**src/rtl/booth_mult_engine.sv**
```systemverilog
// booth_mult_engine
//   Sequential radix-4 Booth multiplier datapath. It computes a signed
//   WIDTH x WIDTH product in WIDTH/2 iteration cycles. The Booth recoder is
//   an external combinational block. It reads prod_window[2:0] and returns
//   booth_pm/booth_shift. This engine owns all of the state.
//
// Ports
//   clock           in   rising-edge clock
//   resetn          in   asynchronous active-low reset
//   ctrl_MULT       in   start pulse; loads operands on any state (restart)
//   data_operandA   in   multiplicand, signed
//   data_operandB   in   multiplier, signed
//   booth_pm        in   recoder op: 00 none, 01 subtract, 10 add, 11 none
//   booth_shift     in   recoder: 1 selects multiplicand<<1
//   prod_window     out  {hi[WIDTH-2:0], lo, ext} seen by the recoder
//   data_result     out  low word of the product, held until next load
//   data_exception  out  signed overflow of the low-word result
//   data_resultRDY  out  one-cycle done strobe
//   busy            out  high while iterating
module booth_mult_engine #(
  parameter int WIDTH = 32,
  parameter int ITERS = WIDTH / 2
) (
  input  logic                 clock,
  input  logic                 resetn,
  input  logic                 ctrl_MULT,
  input  logic [WIDTH-1:0]     data_operandA,
  input  logic [WIDTH-1:0]     data_operandB,
  input  logic [1:0]           booth_pm,
  input  logic                 booth_shift,
  output logic [2*WIDTH-1:0]   prod_window,
  output logic [WIDTH-1:0]     data_result,
  output logic                 data_exception,
  output logic                 data_resultRDY,
  output logic                 busy
);

  localparam int CW = $clog2(ITERS) + 1;

  localparam logic [1:0] ST_IDLE = 2'd0;
  localparam logic [1:0] ST_RUN  = 2'd1;
  localparam logic [1:0] ST_DONE = 2'd2;

  logic [1:0]       r_state;
  // The accumulator has two guard bits, so adding or subtracting 2*mcand cannot overflow.
  logic [WIDTH+1:0] r_hi;
  logic [WIDTH-1:0] r_lo;
  logic             r_ext;
  logic [WIDTH+1:0] r_mcand;
  logic [CW-1:0]    r_cnt;
  logic [WIDTH-1:0] r_result;
  logic             r_exc;
  logic             r_rdy;
  logic             r_busy;

  logic [WIDTH+1:0] w_addend;
  logic [WIDTH+1:0] w_sum;
  logic [WIDTH+1:0] w_next_hi;
  logic [WIDTH-1:0] w_next_lo;
  logic             w_next_ext;
  logic             w_ovf;
  logic             w_last;

  // Datapath for one Booth step: add or subtract the partial product, then shift right by two.
  always_comb begin
    w_addend = booth_shift ? {r_mcand[WIDTH:0], 1'b0} : r_mcand;
    case (booth_pm)
      2'b10:   w_sum = r_hi + w_addend;
      2'b01:   w_sum = r_hi - w_addend;
      default: w_sum = r_hi;
    endcase
    w_next_hi  = {{2{w_sum[WIDTH+1]}}, w_sum[WIDTH+1:2]};
    w_next_lo  = {w_sum[1:0], r_lo[WIDTH-1:2]};
    w_next_ext = r_lo[1];
    // The result overflows unless the whole upper part is a sign extension of the low word.
    w_ovf      = |(w_next_hi ^ {(WIDTH+2){w_next_lo[WIDTH-1]}});
    w_last     = (r_cnt == CW'(ITERS - 1));
  end

  // Control FSM, iteration state and output registers.
  always_ff @(posedge clock or negedge resetn) begin
    if (!resetn) begin
      r_state  <= ST_IDLE;
      r_hi     <= '0;
      r_lo     <= '0;
      r_ext    <= 1'b0;
      r_mcand  <= '0;
      r_cnt    <= '0;
      r_result <= '0;
      r_exc    <= 1'b0;
      r_rdy    <= 1'b0;
      r_busy   <= 1'b0;
    end else if (ctrl_MULT) begin
      // A load in any state aborts the current operation without a done strobe.
      r_state  <= ST_RUN;
      r_hi     <= '0;
      r_lo     <= data_operandB;
      r_ext    <= 1'b0;
      r_mcand  <= {{2{data_operandA[WIDTH-1]}}, data_operandA};
      r_cnt    <= '0;
      r_result <= '0;
      r_exc    <= 1'b0;
      r_rdy    <= 1'b0;
      r_busy   <= 1'b1;
    end else begin
      case (r_state)
        ST_RUN: begin
          r_hi  <= w_next_hi;
          r_lo  <= w_next_lo;
          r_ext <= w_next_ext;
          r_cnt <= r_cnt + CW'(1);
          if (w_last) begin
            r_state  <= ST_DONE;
            r_result <= w_next_lo;
            r_exc    <= w_ovf;
            r_rdy    <= 1'b1;
            r_busy   <= 1'b0;
          end else begin
            r_state  <= ST_RUN;
          end
        end
        ST_DONE: begin
          r_state <= ST_IDLE;
          r_rdy   <= 1'b0;
        end
        ST_IDLE: begin
          r_state <= ST_IDLE;
          r_rdy   <= 1'b0;
          r_busy  <= 1'b0;
        end
        default: begin
          r_state <= ST_IDLE;
          r_rdy   <= 1'b0;
          r_busy  <= 1'b0;
        end
      endcase
    end
  end

  assign prod_window    = {r_hi[WIDTH-2:0], r_lo, r_ext};
  assign data_result    = r_result;
  assign data_exception = r_exc;
  assign data_resultRDY = r_rdy;
  assign busy           = r_busy;

endmodule

```
**config.mk**
```make
export PLATFORM = sky130hd
export DESIGN_NAME = booth_mult_engine
export DESIGN_NICKNAME = d
export VERILOG_FILES = /design/src/rtl/booth_mult_engine.sv
export SDC_FILE = /design/constraint.sdc
export NUM_CORES = 1
export LEC_CHECK = 0
export CORE_ASPECT_RATIO = 1.1
export CORE_MARGIN = 2
export CORE_UTILIZATION = 25
export DETAILED_ROUTE_END_ITERATION = 7
export MAX_ROUTING_LAYER = met4
export SLEW_MARGIN = 20
export SYNTH_ARGS = -nofsm -noshare
export SYNTH_HDL_FRONTEND = slang
export SYNTH_SLANG_ARGS = --single-unit
```
**constraint.sdc**
```tcl
create_clock -name clock -period 15.34 [get_ports clock]
set_clock_uncertainty 0.1 [all_clocks]
set_input_delay 4.602 -clock clock [delete_from_list [all_inputs] [get_ports clock]]
set_output_delay 4.602 -clock clock [all_outputs]
set_load 0.02 [all_outputs]
```
# After elaboration in Yosys (flattened, before gate mapping)
# Index checks and enable logic that the tools add are counted.
dict set report totals {
  in_bits 70
  output_inout_bits 99
  word_cells 51
  reg_bits 141
}
dict set report op_classes {
  n_reduce_logical 5
  addsub 3
  mux 25
  eq_ne 7
  bitwise_logic 1
}
# operator n
set op_table {}
lappend op_table {{32-bit 2-to-1 mux} 6}
lappend op_table {{34-bit 2-to-1 mux} 2}
lappend op_table {{34-bit case mux with 2 select lines} 1}
lappend op_table {{34-bit adder} 1}
lappend op_table {{34-bit OR reduction} 1}
lappend op_table {{34-bit subtractor} 1}
lappend op_table {{34-bit XOR} 1}
lappend op_table {{1-bit 2-to-1 mux} 10}
lappend op_table {{5-bit 2-to-1 mux} 2}
lappend op_table {{2-bit 2-to-1 mux} 3}
lappend op_table {{5-bit by 1-bit adder with 5-bit output (second input constant)} 1}
lappend op_table {{5-bit by 4-bit == test with 1-bit output (second input constant)} 1}
lappend op_table {{2-bit by 1-bit == test with 1-bit output (second input constant)} 2}
lappend op_table {{2-bit == test (second input constant)} 2}
lappend op_table {{2-bit AND reduction} 2}
lappend op_table {{2-bit nonzero test} 2}
lappend op_table {{3-bit != test (second input constant)} 1}
lappend op_table {{2-bit != test (second input constant)} 1}
lappend op_table {{1-bit case mux with 2 select lines} 1}

# Longest topological paths before layout
# Gate-level depths: netlist of the first run.
dict set report depth {
  depth_word 8
  mapped_depth 31
  ltp_nobuf 26
}

# Worst setup path after synthesis of the first run
# No wires, ideal clock.
dict set report synth_timing {
  kind {input port to flip-flop}
  startpoint {in booth_shift}
  endpoint {reg r_exc (netlist: data_exception)}
  arrival_ps 10850
  slack_ps 4248
  cell_stages 27
  required_time_ps 15098
  n_path_buf 6
  setup_time_ps 142
  path_cell_list {buf_2 clkbuf_1 clkbuf_1 clkbuf_1 buf_1 nor2b_1 inv_1 ha_1 inv_1 a2111oi_1 a41oi_1 nor4_1 o2111a_1 a41oi_1 o21bai_1 xor2_1 ha_1 clkbuf_1 nand4_1 nor4_1 o21ai_0 and3b_1 o31a_1 or4_1 o41a_1 o31ai_1 o311ai_2}
}
dict set report synth_via {
  elab_chain_cells 8
  word_cells_on_any_way 9
  classes_between {2 x add/sub; 5 x mux; 1 x bitwise; 1 x reduce/logical}
}
# element line
set synth_rtl {}
lappend synth_rtl {{start, declared} 30} ;# input logic booth_shift,
lappend synth_rtl {{32-bit 2-to-1 mux *} 66} ;# w_addend = booth_shift ? {r_mcand[WIDTH:0], 1'b0} : r_mcand;
lappend synth_rtl {{34-bit subtractor / 34-bit adder (equally long branches)} {69, 68}}
lappend synth_rtl {{34-bit case mux with 2 select lines *} 67} ;# case (booth_pm)
lappend synth_rtl {{34-bit XOR *} 76} ;# w_ovf = |(w_next_hi ^ {(WIDTH+2){w_next_lo[WIDTH-1]}});
lappend synth_rtl {{34-bit OR reduction *} 76}
lappend synth_rtl {{1-bit 2-to-1 mux *} 112} ;# if (w_last) begin
lappend synth_rtl {{1-bit 2-to-1 mux *} 106} ;# case (r_state)
lappend synth_rtl {{1-bit 2-to-1 mux *} 93} ;# end else if (ctrl_MULT) begin
lappend synth_rtl {{end signal, assigned} 115} ;# r_exc <= w_ovf;
lappend synth_rtl {{end, declared} 52} ;# logic r_exc;
# Mark *: on every way between the ends. The rest lies on a longest branch, timed or not. The select of a mux whose other input is x is not followed.
# A chain may end at the register's enable or synchronous reset.

# Worst setup path in the final report of the first run
# Ends and elaborated chain as after synthesis.

==> impl_metrics.toml, run 1 <==
[run_status]
status = "finished clean"

[floorplanning]
row_count = 76
boundaryPins = 169
die_w_microns = 194
core_area_sq_mm = 0.0392
die_h_microns = 213
initial_core_util_pct = 25.4
die_area_sq_mm = 0.0414

[global_routing]
grt_pass1_wl_microns = 48900
antenna_found_initial = 0
grt_pass1_vias = 8683
grt_usage_pct = 15.4
overflow = 0
grt_max_degree = 83

[logic_synthesis]
synth_seq_cells = 139
syn_area_sq_mm = 0.00996
synth_edf_count = 0
synth_cell_type_count = 72
netlist_top_cells_area = "dfrtp_1 35%, mux2i_1 7.0%, nor2_1 4.8%"
synth.top_cell.area_share_pct = 34.9
ys_warn_count = 0
ys_async_sr_fraction_pct = 100
synthCells = 1166
ys_seq_area_share_pct = 34.9
syn_nets = 1274
synth_top_cell_by_area = "dfrtp_1"
synth_flop_cell = "dfrtp_1"
syn_area_per_cell_sq_um = 8.54

[drt]
drcViolationCount = 0
viasPerCell = 5.03
drt_iter0_drc = 549
vias = 8875
first_pass_iters = 5
routedWlPerCell_microns = 17.7
ant_nets = 0
wl_microns = 31200

[power_and_ir_drop]
power_leakage_nw = 5.13
p_per_area_mw_per_mm2 = 127
finalPower_mw = 1.59
vdd_drop_max_uv = 95.1

[clock_network]
clock-sinks = 139
cts_tree = "yes"
cts_hold_buf = 0
post_cts_buffers = 0
h-tree-depth = 4
cts_resized = 0
cts_root_buf = "clkbuf_16"
cts_buffers = 17
clkSlewWorstSetupHoldPaths_ns = 0.08
cts_buffer_depth = 2
worstSkewPairLatency_ns = 0.44

[sta]
worst_pin_slew_ns = 1.02
hold_violations = 0
whs_ns = 0.384
grt_setup_unrepaired = "no"
slew_violations = 0
timing.final.crit_share_pct = 70.9
min_period_ns = 10.88
slew_headroom_pct = 30.2
timing.fmax_ghz = 0.0919
setup_ws_ns = 4.46
setup_viol = 0
final.setup.tns_ns = 0

[worst_setup_path]
ff2ff_path_depth = 20
cp-start-kind = "input pin"
worstSetupEndpointType = "flop"
worstPathArrival_ns = 11.09
critPathKind = "input pin to flop"
path_max_fanout = 82
cp_data_required_time_ns = 15.55

[place]
routabilityCongestion = 0.881
dp.cells = 1732
hpwl_microns = 22800
pre_cts_ws_ns = 4.02
place_area_sq_mm = 0.0118
portBuffers = 168

[hold_path]
hold_class = "flop to flop"
worstHoldPathCells = 2

[final_layout]
antennaDiodeCount = 0
nNetsFinal = 1353
area_growth_pct = 25.1
utilization_pct = 31.8
fin_cells = 1765
fin_area_sq_mm = 0.0125
layout-drive-gt1-share_pct = 7.31

[job]
maxCapViolations = 0
power breakdown:
part           internal (mW)  leakage, nW  switching, mW
Combinational          0.267         3.04          0.373
Sequential             0.409         1.77         0.0720
Clock                  0.266        0.317          0.197
state kept, by name, summed over array words and instances, names as in the netlist:
name / flops
data_resultRDY: 1
data_result: 32
busy: 1
data_exception: 1
r_lo: 32
r_cnt: 5
r_ext: 1
r_hi: 32
r_state: 2
r_mcand: 32
area by class of cell:
| class | instances | area (sq um) |
|---|---|---|
| multi-input combinational | 889 | 5850 |
| inverter | 19 | 71.3 |
| tap | 507 | 634 |
| fill | 4164 | 26700 |
| clock buffer | 17 | 425 |
| sequential | 139 | 3480 |
| timing repair buffer | 179 | 1780 |
| clock inverter | 15 | 213 |
path summary, 6_finish.rpt:
| kind | slack [ns] | from | endpoint |
|---|---|---|---|
| min in group asynchronous | 4.10 | resetn | r_lo[2] |
| max in group asynchronous | 9.71 | resetn | r_hi[15] |
| worst min-delay path | 0.38 | data_result[12] | data_result[12] |
| worst min register to register | 0.38 | data_result[12] | data_result[12] |
| worst max register to register | 8.94 | r_mcand[1] | data_exception |
| worst max-delay path | 4.46 | booth_shift | data_exception |
worst max-delay path, stage by stage:
cell       delay [ns]
buf_2            0.07
buf_4            0.62
mux2i_1          0.32
ha_1             0.20
inv_1            0.05
a2111oi_1        0.64
a41oi_1          0.30
nor4_1           0.54
o2111a_1         0.29
a41oi_1          0.16
o21bai_1         0.23
xor2_1           0.20
ha_1             0.43
nand4_1          0.19
nor4_1           0.29
o21ai_0          0.17
and3b_1          0.23
o31a_1           0.26
or4_1            0.53
o41a_1           0.31
o31ai_1          0.28
o311ai_2         0.15
kinds of logic (layout without fill, tap and decap cells):
group | Yosys count | after routing | synth area share, %
AND/OR/NAND/NOR | 377 | 377 | 17.9
AO/OA/AOI/OAI | 333 | 333 | 21.8
flip-flops | 139 | 139 | 34.9
buffers and inverters | 138 | 230 | 6.51
multiplexers | 100 | 100 | 10.4
XOR/XNOR | 41 | 41 | 3.61
adder cells (fa/ha/maj) | 38 | 38 | 4.85
synth_stat cells (4+ instances only):
| library cell | number |
|---|---|
| o21ai_0 | 83 |
| nand3_1 | 24 |
| ha_1 | 37 |
| and4_1 | 4 |
| o31ai_1 | 6 |
| a22o_1 | 26 |
| a31oi_1 | 7 |
| o211ai_1 | 10 |
| nand2b_1 | 18 |
| nor3_1 | 20 |
| o31a_1 | 4 |
| a21oi_1 | 79 |
| buf_1 | 15 |
| o21a_1 | 9 |
| and2_1 | 4 |
| clkbuf_1 | 69 |
| or3_1 | 9 |
| dfrtp_1 | 139 |
| a21o_1 | 15 |
| o21ai_1 | 6 |
| a211oi_1 | 35 |
| o21bai_1 | 11 |
| nor2_1 | 128 |
| xnor2_1 | 15 |
| nor4_1 | 7 |
| xor2_1 | 26 |
| nand2_1 | 110 |
| inv_1 | 18 |
| mux2i_1 | 70 |
| nand4_1 | 15 |
| buf_4 | 32 |
| o221ai_1 | 13 |
| mux2_2 | 30 |
| nor2b_1 | 14 |
layout by cell type (no fill, tap or decap), drive strengths merged, types with 5 or more instances in the layout:
master and count:
o21a 9, a21oi 80, clkbuf 17, xnor2 15
o221ai 13, a211oi 35, nor2b 14, o31ai 6
dfrtp 139, mux2 30, inv 30, nand2b 18
buf 14, or4 5, nor3 20, ha 37
o21bai 11, nor2 128, clkdlybuf4s50 165, o211ai 10
mux2i 70, xor2 26, a22o 26, or3 9
o21ai 89, nor4 9, a21o 15, nand3 24
nand2 110, nand4 16, a31oi 7
layer usage:
metal,routed length (microns),global-route usage [%],part of all wire (%),vias up
li1,-,-,-,4351
met1,13500,18.3,43,4266
met2,15300,25.9,49,227
met3,1710,3.78,5.5,31
met4,613,4.73,2.0,0
met5,0,-,0,-
Power figures use the tool's default switching activity.
==> inputs of run 2 (changes only) <==
- clock period: 15.34 -> 9.1 ns (I/O delays scaled with it)
==> impl_metrics.toml, run 2 (synthesis gave the netlist of run 1 again) <==
[worst_setup_path]
critPathKind = "input pin to flop"
cp-start-kind = "input pin"
cp_data_required_time_ns = 9.35
max_stage_delay_ns = 0.58
worstPathArrival_ns = 8.66
worstSetupEndpointType = "flop"
cp_slowest_cell = "nor4_1"
path_max_fanout = 24

[sta]
hold_violations = 0
worst_pin_slew_ns = 1.02
setup_ws_ns = 0.690
grt_setup_unrepaired = "no"
min_period_ns = 8.41
timing.fmax_ghz = 0.119
final.setup.tns_ns = 0
whs_ns = 0.378
slew_headroom_pct = 29.7
setup_viol = 0
timing.final.crit_share_pct = 92.4
slew_violations = 0

[floorplanning]
row_count = 76
core_area_sq_mm = 0.0392
die_area_sq_mm = 0.0414
die_w_microns = 194
initial_core_util_pct = 25.4
die_h_microns = 213
boundaryPins = 169

[final_layout]
mostFrequentLayoutCells = "165 x clkdlybuf4s50_1, 139 x dfrtp_1, 128 x nor2_1, 110 x nand2_1, 83 x o21ai_0"
area_growth_pct = 25.0
utilization_pct = 31.8
layout-drive-gt1-share_pct = 7.61
final_common_cell = "clkdlybuf4s50_1"
nFillCells = 4129
antennaDiodeCount = 0
fin_cells = 1768
fin_area_sq_mm = 0.0124
nNetsFinal = 1356

[clock_network]
cts_buffers = 17
post_cts_buffers = 0
cts_buffer_depth = 2
clkSlewWorstSetupHoldPaths_ns = 0.07
cts_hold_buf = 0
cts_resized = 0
cts_tree = "yes"
cts_root_buf = "clkbuf_16"
clock-sinks = 139
worstSkewPairLatency_ns = 0.45
h-tree-depth = 4

[drt]
ant_nets = 0
vias = 8858
first_pass_iters = 5
drt_iter0_drc = 481
routedWlPerCell_microns = 17.6
wl_microns = 31100
drcViolationCount = 0
viasPerCell = 5.01

[place]
hpwl_microns = 22800
routabilityCongestion = 0.890
pre_cts_ws_ns = 0.376
portBuffers = 168
dp.cells = 1735
place_area_sq_mm = 0.0118

[global_routing]
grt_max_degree = 90
grt_pass1_vias = 8613
grt_pass1_wl_microns = 49000
grt_usage_pct = 15.5
overflow = 0
antenna_found_initial = 0

[job]
maxCapViolations = 0

[power_and_ir_drop]
p_per_area_mw_per_mm2 = 211
power_leakage_nw = 5.12
finalPower_mw = 2.62
vdd_drop_max_uv = 156

[run_status]
status = "finished clean"

[hold_path]
hold_class = "flop to flop"
==> run 2: cell types whose count changed in the layout (fill, tap and decap cells not counted) <==
cell,previous run,this run
bufinv_16,3,1
inv_6,5,3
buf_4,11,14
a2111oi_1,1,0
inv_8,7,6
clkinv_4,0,2
clkinv_8,0,1
clkinvlp_4,0,2
a2111oi_2,0,1
==> run 2: final timing paths <==
kind                       slack [ns]  depth (start not counted)         endpoint            start
max                              0.69                         26   data_exception      booth_shift
min                              0.38                          2  data_result[13]  data_result[13]
max reg2reg                      2.71                         23   data_exception       r_mcand[1]
min reg2reg                      0.38                          2  data_result[13]  data_result[13]
max in group asynchronous        5.39                          2         r_hi[13]           resetn
min in group asynchronous        2.27                          1      r_mcand[27]           resetn
==> run 2: power breakdown <==
group / total [mW] / internal (mW) / switching, mW
logic: 1.08 / 0.452 / 0.631
registers: 0.810 / 0.690 / 0.121
clock network: 0.727 / 0.393 / 0.335
==> run 2: final cells by class <==
class	instances	area [sq um]	area share (%)
timing repair buffer	182	1800	14.5
clock buffer	17	425	3.42
inverter	19	71.3	0.573
clock inverter	15	173	1.39
sequential	139	3480	28.0
multi-input combinational	889	5860	47.1
tap	507	634	5.10
==> run 2: critical path, delay by kind of cell <==
family,cells,cell delay [ns]
buffers and inverters,4,0.50
AOI/OAI and AO/OA,11,3.13
adders and majority gates,2,0.50
xor gates and xnor gates,2,0.28
and+or+nand+nor,7,1.54
==> run 2: layer usage <==
metal	vias to the layer above	GRT usage [%]	share of wire (%)	routed length [microns]
met5	-	-	0	0
met4	0	4.47	1.7	529
met3	27	3.60	5.2	1620
met2	221	25.7	49	15400
met1	4265	18.9	44	13600
li1	4345	-	-	-
==> inputs of run 3 (changes only) <==
- ABC_CLOCK_PERIOD_IN_PS: default -> 10400
- clock period: 9.1 -> 10.4 ns (I/O delays scaled with it)
==> impl_metrics.toml, run 3 (synthesis gave the netlist of run 1 again) <==
[floorplanning]
boundaryPins = 169
core_area_sq_mm = 0.0392
die_area_sq_mm = 0.0414
die_w_microns = 194
die_h_microns = 213
initial_core_util_pct = 25.4
row_count = 76

[worst_setup_path]
worstSetupEndpointType = "flop"
cp_data_required_time_ns = 10.60
r2r-end = "data_exception"
worstPathArrival_ns = 9.06
ff2ff_path_depth = 20
r2r_start = "r_mcand[0]"
max_stage_delay_ns = 0.62
r2r_setup_slack_ns = 4.04
cp-start-kind = "input pin"
cp_slowest_cell = "a2111oi_1"
endpoint = "data_exception"
critPathKind = "input pin to flop"
path_max_fanout = 15
startpoint = "booth_shift"
crit_chain = "buf_2, mux2i_1, ha_1, inv_1, a2111oi_1, a41oi_1, nor4_1, o2111a_1, a41oi_1, o21bai_1, xor2_1, ha_1, nand4_1, nor4_1, o21ai_0, and3b_1, o31a_1, or4_1, o41a_1, o31ai_1, o311ai_2"

[clock_network]
h-tree-depth = 4
cts_hold_buf = 0
clkSlewWorstSetupHoldPaths_ns = 0.06
cts_resized = 0
cts_tree = "yes"
cts_buffer_depth = 2
cts_buffers = 17
worstSkewPairLatency_ns = 0.44
clock-sinks = 139
cts_root_buf = "clkbuf_16"
post_cts_buffers = 0

[final_layout]
area_growth_pct = 24.3
utilization_pct = 31.6
regArea_sq_mm = 0.00348
nNetsFinal = 1353
fin_area_sq_mm = 0.0124
final_common_cell = "clkdlybuf4s50_1"
mostFrequentLayoutCells = "165 x clkdlybuf4s50_1, 139 x dfrtp_1, 128 x nor2_1, 110 x nand2_1, 83 x o21ai_0"
fin_cells = 1765
layout-drive-gt1-share_pct = 7.23
antennaDiodeCount = 0
nFillCells = 4187
multi_input_area_sq_mm = 0.00585

[sta]
worst_pin_slew_ns = 1.02
grt_setup_unrepaired = "no"
slew_headroom_pct = 29.8
hold_violations = 0
slew_violations = 0
whs_ns = 0.394
final.setup.tns_ns = 0
min_period_ns = 8.86
timing.fmax_ghz = 0.113
setup_ws_ns = 1.54
timing.final.crit_share_pct = 85.2
setup_viol = 0

[place]
pre_cts_ws_ns = 1.12
routabilityCongestion = 0.886
place_area_sq_mm = 0.0118
hpwl_microns = 22700
dp.cells = 1732
portBuffers = 168

[drt]
viasPerCell = 5.03
ant_nets = 0
wl_microns = 30900
first_pass_iters = 5
routedWlPerCell_microns = 17.5
drt_iter0_drc = 569
vias = 8886
drcViolationCount = 0

[hold_path]
worstHoldPathCells = 2
hold_class = "flop to flop"

[global_routing]
grt_max_degree = 83
antenna_found_initial = 0
grt_pass1_vias = 8625
overflow = 0
grt_usage_pct = 15.4
grt_pass1_wl_microns = 49000

[power_and_ir_drop]
power_leakage_nw = 5.08
finalPower_mw = 2.24
clkPwrFrac_pct = 26.5
netSwitchingPower_mw = 0.922
comb_power_share_pct = 41.9
vdd_drop_max_uv = 127
intPower_mw = 1.32
p_per_area_mw_per_mm2 = 181
seqPwrFrac_pct = 31.6
swShare_pct = 41.1

[run_status]
status = "finished clean"

[job]
maxCapViolations = 0
run 3: critical path: cells and delay by family:
family | cells | cell delay, ns
adders and majority gates | 2 | 0.64
and+or+nand+nor | 5 | 1.78
buffers and inverters | 2 | 0.30
muxes | 1 | 0.29
xor gates and xnor gates | 1 | 0.19
AOI/OAI and AO/OA | 10 | 2.75
run 3: routing by layer:
| layer | GRT usage [%] | up-vias | wire, microns | share of wire, % |
|---|---|---|---|---|
| met4 | 4.21 | 0 | 557 | 1.8 |
| met1 | 18.5 | 4299 | 13300 | 43 |
| met5 | - | - | 0 | 0 |
| met2 | 25.8 | 216 | 15400 | 50 |
| li1 | - | 4344 | - | - |
| met3 | 3.87 | 27 | 1560 | 5.1 |
run 3: power by group through the flow:
stage	clock, mW	combinational, mW	sequential (mW)
after CTS	0.617	0.946	0.712
after detailed placement	0	0.941	0.721
after global placement	0	0.938	0.719
after floorplan	0	0.679	0.685
final	0.595	0.940	0.709
after global routing	0.639	1.03	0.722
run 3: worst min-delay path by stage:
stage / start / endpoint / slack [ns]
6_report: data_result[4] / data_result[4] / 0.39
3_5_place_dp: data_result[10] / data_result[10] / 0.38
4_1_cts: data_result[13] / data_result[13] / 0.40
5_1_grt: data_result[13] / data_result[13] / 0.41
3_3_place_gp: data_result[13] / data_result[13] / 0.36
2_1_floorplan: r_cnt[3] / r_cnt[3] / 0.40
run 3: final cells by class:
cell class,instances,share of cell area (%)
flip-flops and latches,139,28.1
well taps,507,5.13
repair buffers,179,14.4
multi-input cells,889,47.3
inverters,19,0.576
clock buffers,20,3.69
clock inverters,12,0.829
